### src/rtl/decade_counter_if.sv
// Control/status bundle for one BCD decade counter digit.
// The master drives enable, direction and load; the slave (the counter)
// returns the registered count and the combinational terminal-count flag.
interface decade_counter_if;
    logic       counter_on;
    logic       count_up;
    logic       load;
    logic [3:0] data_in;
    logic [3:0] count;
    logic       TC;

    modport master (
        output counter_on,
        output count_up,
        output load,
        output data_in,
        input  count,
        input  TC
    );

    modport slave (
        input  counter_on,
        input  count_up,
        input  load,
        input  data_in,
        output count,
        output TC
    );
endinterface

### src/rtl/decade_counter.sv
// 4-bit BCD decade counter (modulus 10): up/down, enable, parallel load
// and a combinational terminal-count flag for cascading digits.
//
// Build option: DECADE_LOAD_CHECK_EN
//   defined   - loads of data_in > 9 are rejected; count holds.
//   undefined - data_in 10..15 loads as-is; the next count step pulls the
//               counter back into range (up -> 0, down -> 9).
module decade_counter (
    input  logic              clk,
    input  logic              reset,   // async, active low
    decade_counter_if.slave   bus
);
    localparam logic [3:0] MAX_DIGIT = 4'd9;

    logic [3:0] count_q;
    logic [3:0] count_nxt;
    logic       load_ok;
    logic       at_max;
    logic       at_min;

    // A load value is acceptable unless the range check is built in and it is not BCD.
    always_comb begin
        load_ok = 1'b1;
`ifdef DECADE_LOAD_CHECK_EN
        load_ok = (bus.data_in <= MAX_DIGIT);
`else
        load_ok = 1'b1;
`endif
    end

    // Next count: load beats counting, counting beats hold. Anything out of
    // range wraps like the terminal value so we recover within one step.
    always_comb begin
        count_nxt = count_q;
        if (bus.load) begin
            if (load_ok)
                count_nxt = bus.data_in;
        end else if (bus.counter_on) begin
            if (bus.count_up)
                count_nxt = (count_q >= MAX_DIGIT) ? 4'd0 : count_q + 4'd1;
            else
                count_nxt = (count_q == 4'd0 || count_q > MAX_DIGIT) ? MAX_DIGIT : count_q - 4'd1;
        end
    end

    // Count register; reset clears it immediately without waiting for a clock.
    always_ff @(posedge clk or negedge reset) begin
        if (!reset)
            count_q <= 4'd0;
        else
            count_q <= count_nxt;
    end

    // Terminal count flags that the next enabled edge wraps; it is never
    // set for an out-of-range count since neither compare can match.
    always_comb begin
        at_max = (count_q == MAX_DIGIT);
        at_min = (count_q == 4'd0);
    end

    assign bus.count = count_q;
    assign bus.TC    = bus.counter_on & ((bus.count_up & at_max) | (~bus.count_up & at_min));

endmodule

### src/flat_wrapper.sv
// flat-port wrapper written by rule: the top's interface ports become plain ports
module decade_counter_flat 
  (clk, reset, bus_counter_on, bus_count_up, bus_load, bus_data_in, bus_count, bus_TC);
  decade_counter_if bus_i ();
  input  logic clk;
  input  logic reset;
  input wire logic [$bits(bus_i.counter_on)-1:0] bus_counter_on;
  input wire logic [$bits(bus_i.count_up)-1:0] bus_count_up;
  input wire logic [$bits(bus_i.load)-1:0] bus_load;
  input wire logic [$bits(bus_i.data_in)-1:0] bus_data_in;
  output wire logic [$bits(bus_i.count)-1:0] bus_count;
  output wire logic [$bits(bus_i.TC)-1:0] bus_TC;
  assign bus_i.counter_on = bus_counter_on;
  assign bus_i.count_up = bus_count_up;
  assign bus_i.load = bus_load;
  assign bus_i.data_in = bus_data_in;
  assign bus_count = bus_i.count;
  assign bus_TC = bus_i.TC;
  decade_counter u_core (.clk(clk), .reset(reset), .bus(bus_i));
endmodule
### config.mk
export PLATFORM = sky130hd
export DESIGN_NAME = decade_counter_flat
export DESIGN_NICKNAME = d
export VERILOG_FILES = /design/src/rtl/decade_counter_if.sv /design/src/rtl/decade_counter.sv /design/src/flat_wrapper.sv
export SDC_FILE = /design/constraint.sdc
export NUM_CORES = 1
export LEC_CHECK = 0
export CAP_MARGIN = 25
export CORE_AREA = 4 4 41 43
export DETAILED_ROUTE_END_ITERATION = 8
export DIE_AREA = 0 0 45 47
export GPL_ROUTABILITY_DRIVEN = 0
export PLACE_DENSITY = 0.71
export RECOVER_POWER = 25
export SYNTH_ARGS = -nofsm -noshare
export SYNTH_HDL_FRONTEND = slang
export SYNTH_SLANG_ARGS = --single-unit
export TNS_END_PERCENT = 50
### constraint.sdc
create_clock -name clk -period 3.9 [get_ports clk]
set_input_delay 0.585 -clock clk [delete_from_list [all_inputs] [get_ports clk]]
set_output_delay 0.585 -clock clk [all_outputs]
set_load 0.02 [all_outputs]
==> Yosys cells after proc, flatten, opt, wreduce, memory -nomap -nowiden <==
Cells that the tools add are included.
{ "op_classes": {"mux": 5, "reduce_logical": 3, "n_lt_le_gt_ge": 2, "n_eq_ne": 1, "addsub": 2, "bitwise": 5} }
{ "ops": {"columns": ["cell", "count"], "rows": [
  ["two-way mux 4 bit", 5],
  ["adder 4 x 1 -> 4 bit (second input constant)", 1],
  ["equality test 4 bit (second input constant)", 1],
  ["greater-or-equal comparator 4 bit (second input constant)", 1],
  ["> comparator 4 bit (second input constant)", 1],
  ["zero test 4 bit", 1],
  ["subtractor 4 x 1 -> 4 bit (second input constant)", 1],
  ["bitwise AND 1 bit", 3],
  ["nonzero test 2 bit", 1],
  ["logical OR 1 bit", 1],
  ["NOT 1 bit", 1],
  ["bitwise OR 1 bit", 1]
]} }
{ "word_totals": {"output_inout_bits": 5, "reg_bits": 4, "wordCells": 19, "input_bits": 9} }

==> Longest topological paths before layout <==
{ "logic_depth": {"ltp_word": 6, "mapped_depth": 5, "mapped_depth_nobuf": 5} }

==> Least setup slack after synthesis <==
OpenSTA, ideal clock, no wires.
{ "synth_timing": {"path_kind": "register to output", "start": "register u_core.count_q[0], in the netlist u_core.bus.count[0]", "end": "output bus_TC", "arrival_time_ps": 1569, "required_time_ps": 3315, "stages_incl_launch_ff": 6, "path_slack_ps": 1746, "path_buffers": 0, "cell_sequence": "dfrtp_1 -> inv_1 -> ha_1 -> nor3b_1 -> a31oi_1 -> nor3b_1"} }
{ "synth_via": {"elab_chain_len": 4, "elab_cells_between_ends": 6, "classes_between": "eq/ne (1); bitwise (4); reduce/logical (1)"} }
{ "synth_rtl": {"columns": ["item", "line_no", "source"], "rows": [
  ["from (decl)", "decade_counter.sv:15", "logic [3:0] count_q;"],
  ["from (signal assigned)", "decade_counter.sv:51", "count_q <= count_nxt;"],
  ["equality test 4 bit or zero test 4 bit (tied branches)", "decade_counter.sv:57, decade_counter.sv:58", null],
  ["bitwise AND 1 bit", "decade_counter.sv:62", "assign bus.TC = bus.counter_on & ((bus.count_up & at_max) | (~bus.count_up & at_min));"],
  ["bitwise OR 1 bit (*)", "decade_counter.sv:62", null],
  ["bitwise AND 1 bit (*)", "decade_counter.sv:62", null],
  ["to (decl)", "flat_wrapper.sv:12", "output wire logic [$bits(bus_i.TC)-1:0] bus_TC;"]
]} }
Mark *: on every way between the ends. The rest lies on a longest branch, timed or not.

==> Final worst setup path <==
{ "layout_timing": {"start": "input bus_count_up", "end": "output bus_TC"} }
{ "layout_via": {"elab_chain_len": 4, "elab_cells_between_ends": 5, "classes_between": "bitwise (5)"} }
{ "layout_rtl": {"columns": ["item", "line_no", "source"], "rows": [
  ["from (decl)", "flat_wrapper.sv:8", "input wire logic [$bits(bus_i.count_up)-1:0] bus_count_up;"],
  ["NOT 1 bit", "decade_counter.sv:62", null],
  ["bitwise AND 1 bit", "decade_counter.sv:62", null],
  ["bitwise OR 1 bit (*)", "decade_counter.sv:62", null],
  ["bitwise AND 1 bit (*)", "decade_counter.sv:62", null]
]} }
Marked as above.

==> results by group <==
STA
  – Setup TNS: 0 ns
  – Fmax: 0.345 GHz
  – Final setup margin: 1.00 ns
  – Final Cycle Share: 0.743
  – Final setup viols: 0
  – Min cycle time layout: a little under 3 ns
  – Final hold viol count: 0
  – RSZ-0062 raised after global routing: false
  – Worst slew pin tran: ~0.45 ns
  – Worst Clk Skew: 0.00751 ns
  – Slew Limit Fails: 0
  – Relative slew margins: 0.702

Detailed routing
  – Post-DRT Antenna Nets: 0
  – Final wirelength: 1180 microns
  – Residual DRC count: 0
  – WL per Instance: about 14 microns
  – Pre-Repair DR Iteration Count: 4
  – Drt via density: 5.79
  – Iteration-0 DRC Markers: 11
  – Via count: roughly 480

CTS
  – Cts bufs inserted: 3
  – Post-CTS setup repair buffer count: 0
  – CTS sink cnt: 4
  – CTS tree: built
  – Clock Tree Buf Depth: 2
  – Clock Latency Late Sink: 0.24 ns
  – Gates resized, CTS repair: 0
  – Clock transition at path regs: 0.04 ns
  – Hold Buf Count CTS: 0
  – Htree depth: 1
  – Root buf cell: clkbuf_4

Pwr
  – Worst vdd ir: 0.119 mV
  – Tot Pwr: 0.195 mW
  – Power per cell area: about 320 mW/mm^2
  – Pleak: 0.231 nW

Worst setup path
  – Worst Setup End Kind: output port
  – Worst-path fanout max: 10
  – Crit path to: bus_TC
  – Reg2reg start: u_core.bus.count[0]$_DFFE_PN0P_
  – Critical Path Source Type: input pin
  – FF-to-FF End: u_core.bus.count[0]$_DFFE_PN0P_
  – Worst-case reg-to-reg path depth: 5
  – Crit path from: bus_count_up
  – Worst EP arrival: 2.31 ns
  – R2r setup slk: about 2.2 ns
  – Data required time at the worst endpoint: 3.31 ns
  – Setup CP Type: input pin to output port

Final layout
  – Syn-to-layout area delta: 25.8%
  – Sequential cell area: 100 sq um
  – Nets: just over 80
  – Largest register FFs: 4
  – Area of the multi-input gates: 317 sq um
  – N_diodes: 0
  – Design Area, Final: 603 sq um
  – Cell Count, Final, Fillers Out: 82
  – Share of layout cells above drive strength 1: 0.0896
  – # fillers: 148

Worst hold path
  – HP Class: input pin to async pin

Die
  – Die height: 47 microns
  – Rows: 13
  – Die ar.: 0.00212 sq mm
  – Core area: approximately 0.0013 sq mm
  – Initial Util: 0.368
  – Io pins: 14
  – Chip Width: 45 microns

Yosys
  – Async set-reset flop share out of synthesis: 1.00
  – Syn Area/Cell: just under 9 sq um
  – #FFs+latches synth: 4
  – Post-synth top flop: dfrtp_1
  – Synth area leader: dfrtp_1
  – Synth top area cells: dfrtp_1, ha_1, nor3b_1, buf_6, o31ai_1
  – Yosys top cell area share: 0.209
  – EDFF count, synth: 0
  – Synth warn: 0
  – Syn_nets: 67
  – Number of distinct library cells after synthesis: 30
  – Register area share after synthesis: 0.209
  – Synth Cell Area: around 480 sq um
  – Post-synthesis instance total: 55

Place
  – Post-placement setup slack: ~1 ns
  – DP Cell Count: 79
  – DP Wirelength: 839 microns
  – Placement Cell Area: 581 sq um
  – Port bufs: 13

Run
  – Max Cap Viol: 0

Global route
  – Global-route wire length before repair: 1950 microns
  – Grt total ovfl: 0
  – Largest net degree at the start of global routing: 17
  – Initial antenna violation count: 0
  – GRT Overall Usage: 0.129
  – Vias in the first global route: 466

Status
  – Status: complete, no violations
==> through the flow <==
stage	hold slack [ns]	util
after floorplan	0.289	-
after global placement	0.789	0.446
after detailed placement	0.815	0.446
after CTS	0.558	0.463
after global routing	0.648	0.463
final	0.632	0.463
==> worst min-delay path by stage <==
stage	startpoint	end	slack [ns]	depth (start not counted)
5_1_grt	reset	u_core.bus.count[3]$_DFFE_PN0P_	0.65	1
3_5_place_dp	reset	u_core.bus.count[2]$_DFFE_PN0P_	0.82	1
4_1_cts	reset	u_core.bus.count[3]$_DFFE_PN0P_	0.56	1
6_report	reset	u_core.bus.count[1]$_DFFE_PN0P_	0.63	1
2_1_floorplan	reset	u_core.bus.count[0]$_DFFE_PN0P_	0.29	0
3_3_place_gp	u_core.bus.count[3]$_DFFE_PN0P_	u_core.bus.count[3]$_DFFE_PN0P_	0.79	2
==> layer usage <==
layer | track usage | wire (microns) | share of wire | vias up
met2 | 0.209 | 587 | 0.50 | 17
li1 | - | - | - | 231
met5 | 0 | 0 | 0 | -
met3 | 0.00766 | 70 | 0.059 | 2
met4 | 0.117 | 8 | 0.0068 | 0
met1 | 0.153 | 517 | 0.44 | 225
==> synthesized netlist by cell type, types with 2 or more instances <==
cell,instances
a21oi_1,4
buf_6,3
dfrtp_1,4
ha_1,3
inv_1,4
nand2b_1,2
nor2_1,5
nor3b_1,5
o21ai_0,2
o31ai_1,3
==> final cells by class <==
cell class / count / share of cell area
Multi-Input combinational cell: 43 / 0.525
Inverter: 4 / 0.0249
Tap cell: 15 / 0.0311
Sequential cell: 4 / 0.166
Clock buffer: 3 / 0.0373
Timing Repair Buffer: 13 / 0.216
==> cell usage in the layout, fill, tap and decap left out, types with 2 or more instances in the layout <==
master            n
o21ai_0           2
o31ai_1           3
ha_1              3
nand2b_1          2
nor3b_1           5
nor2_1            5
clkbuf_4          3
dfrtp_1           4
inv_1             4
clkdlybuf4s50_1  12
a21oi_1           4
==> cells by family (layout without fill, tap and decap cells) <==
logic type,Yosys count,count (layout),share of synthesized area
buffers and inverters,8,20,0.131
flip-flops,4,4,0.209
AO/OA/AOI/OAI,20,20,0.306
XOR/XNOR,1,1,0.0183
adder cells (fa/ha/maj),3,3,0.0783
AND/OR/NAND/NOR,19,19,0.258
==> worst max-delay path, cell delays in order <==
cell and delay, ns:
clkdlybuf4s50_1 0.58, nor3b_1 0.26, a31oi_1 0.06, nor3b_1 0.19, clkdlybuf4s50_1 0.63
==> power by group <==
part | switching (mW) | internal (mW)
clock | 0.0190 | 0.0346
combinational | 0.0374 | 0.0415
sequential | 0.0152 | 0.0469
total | 0.0716 | 0.123
No activity file was read; power rests on OpenSTA's default activity.
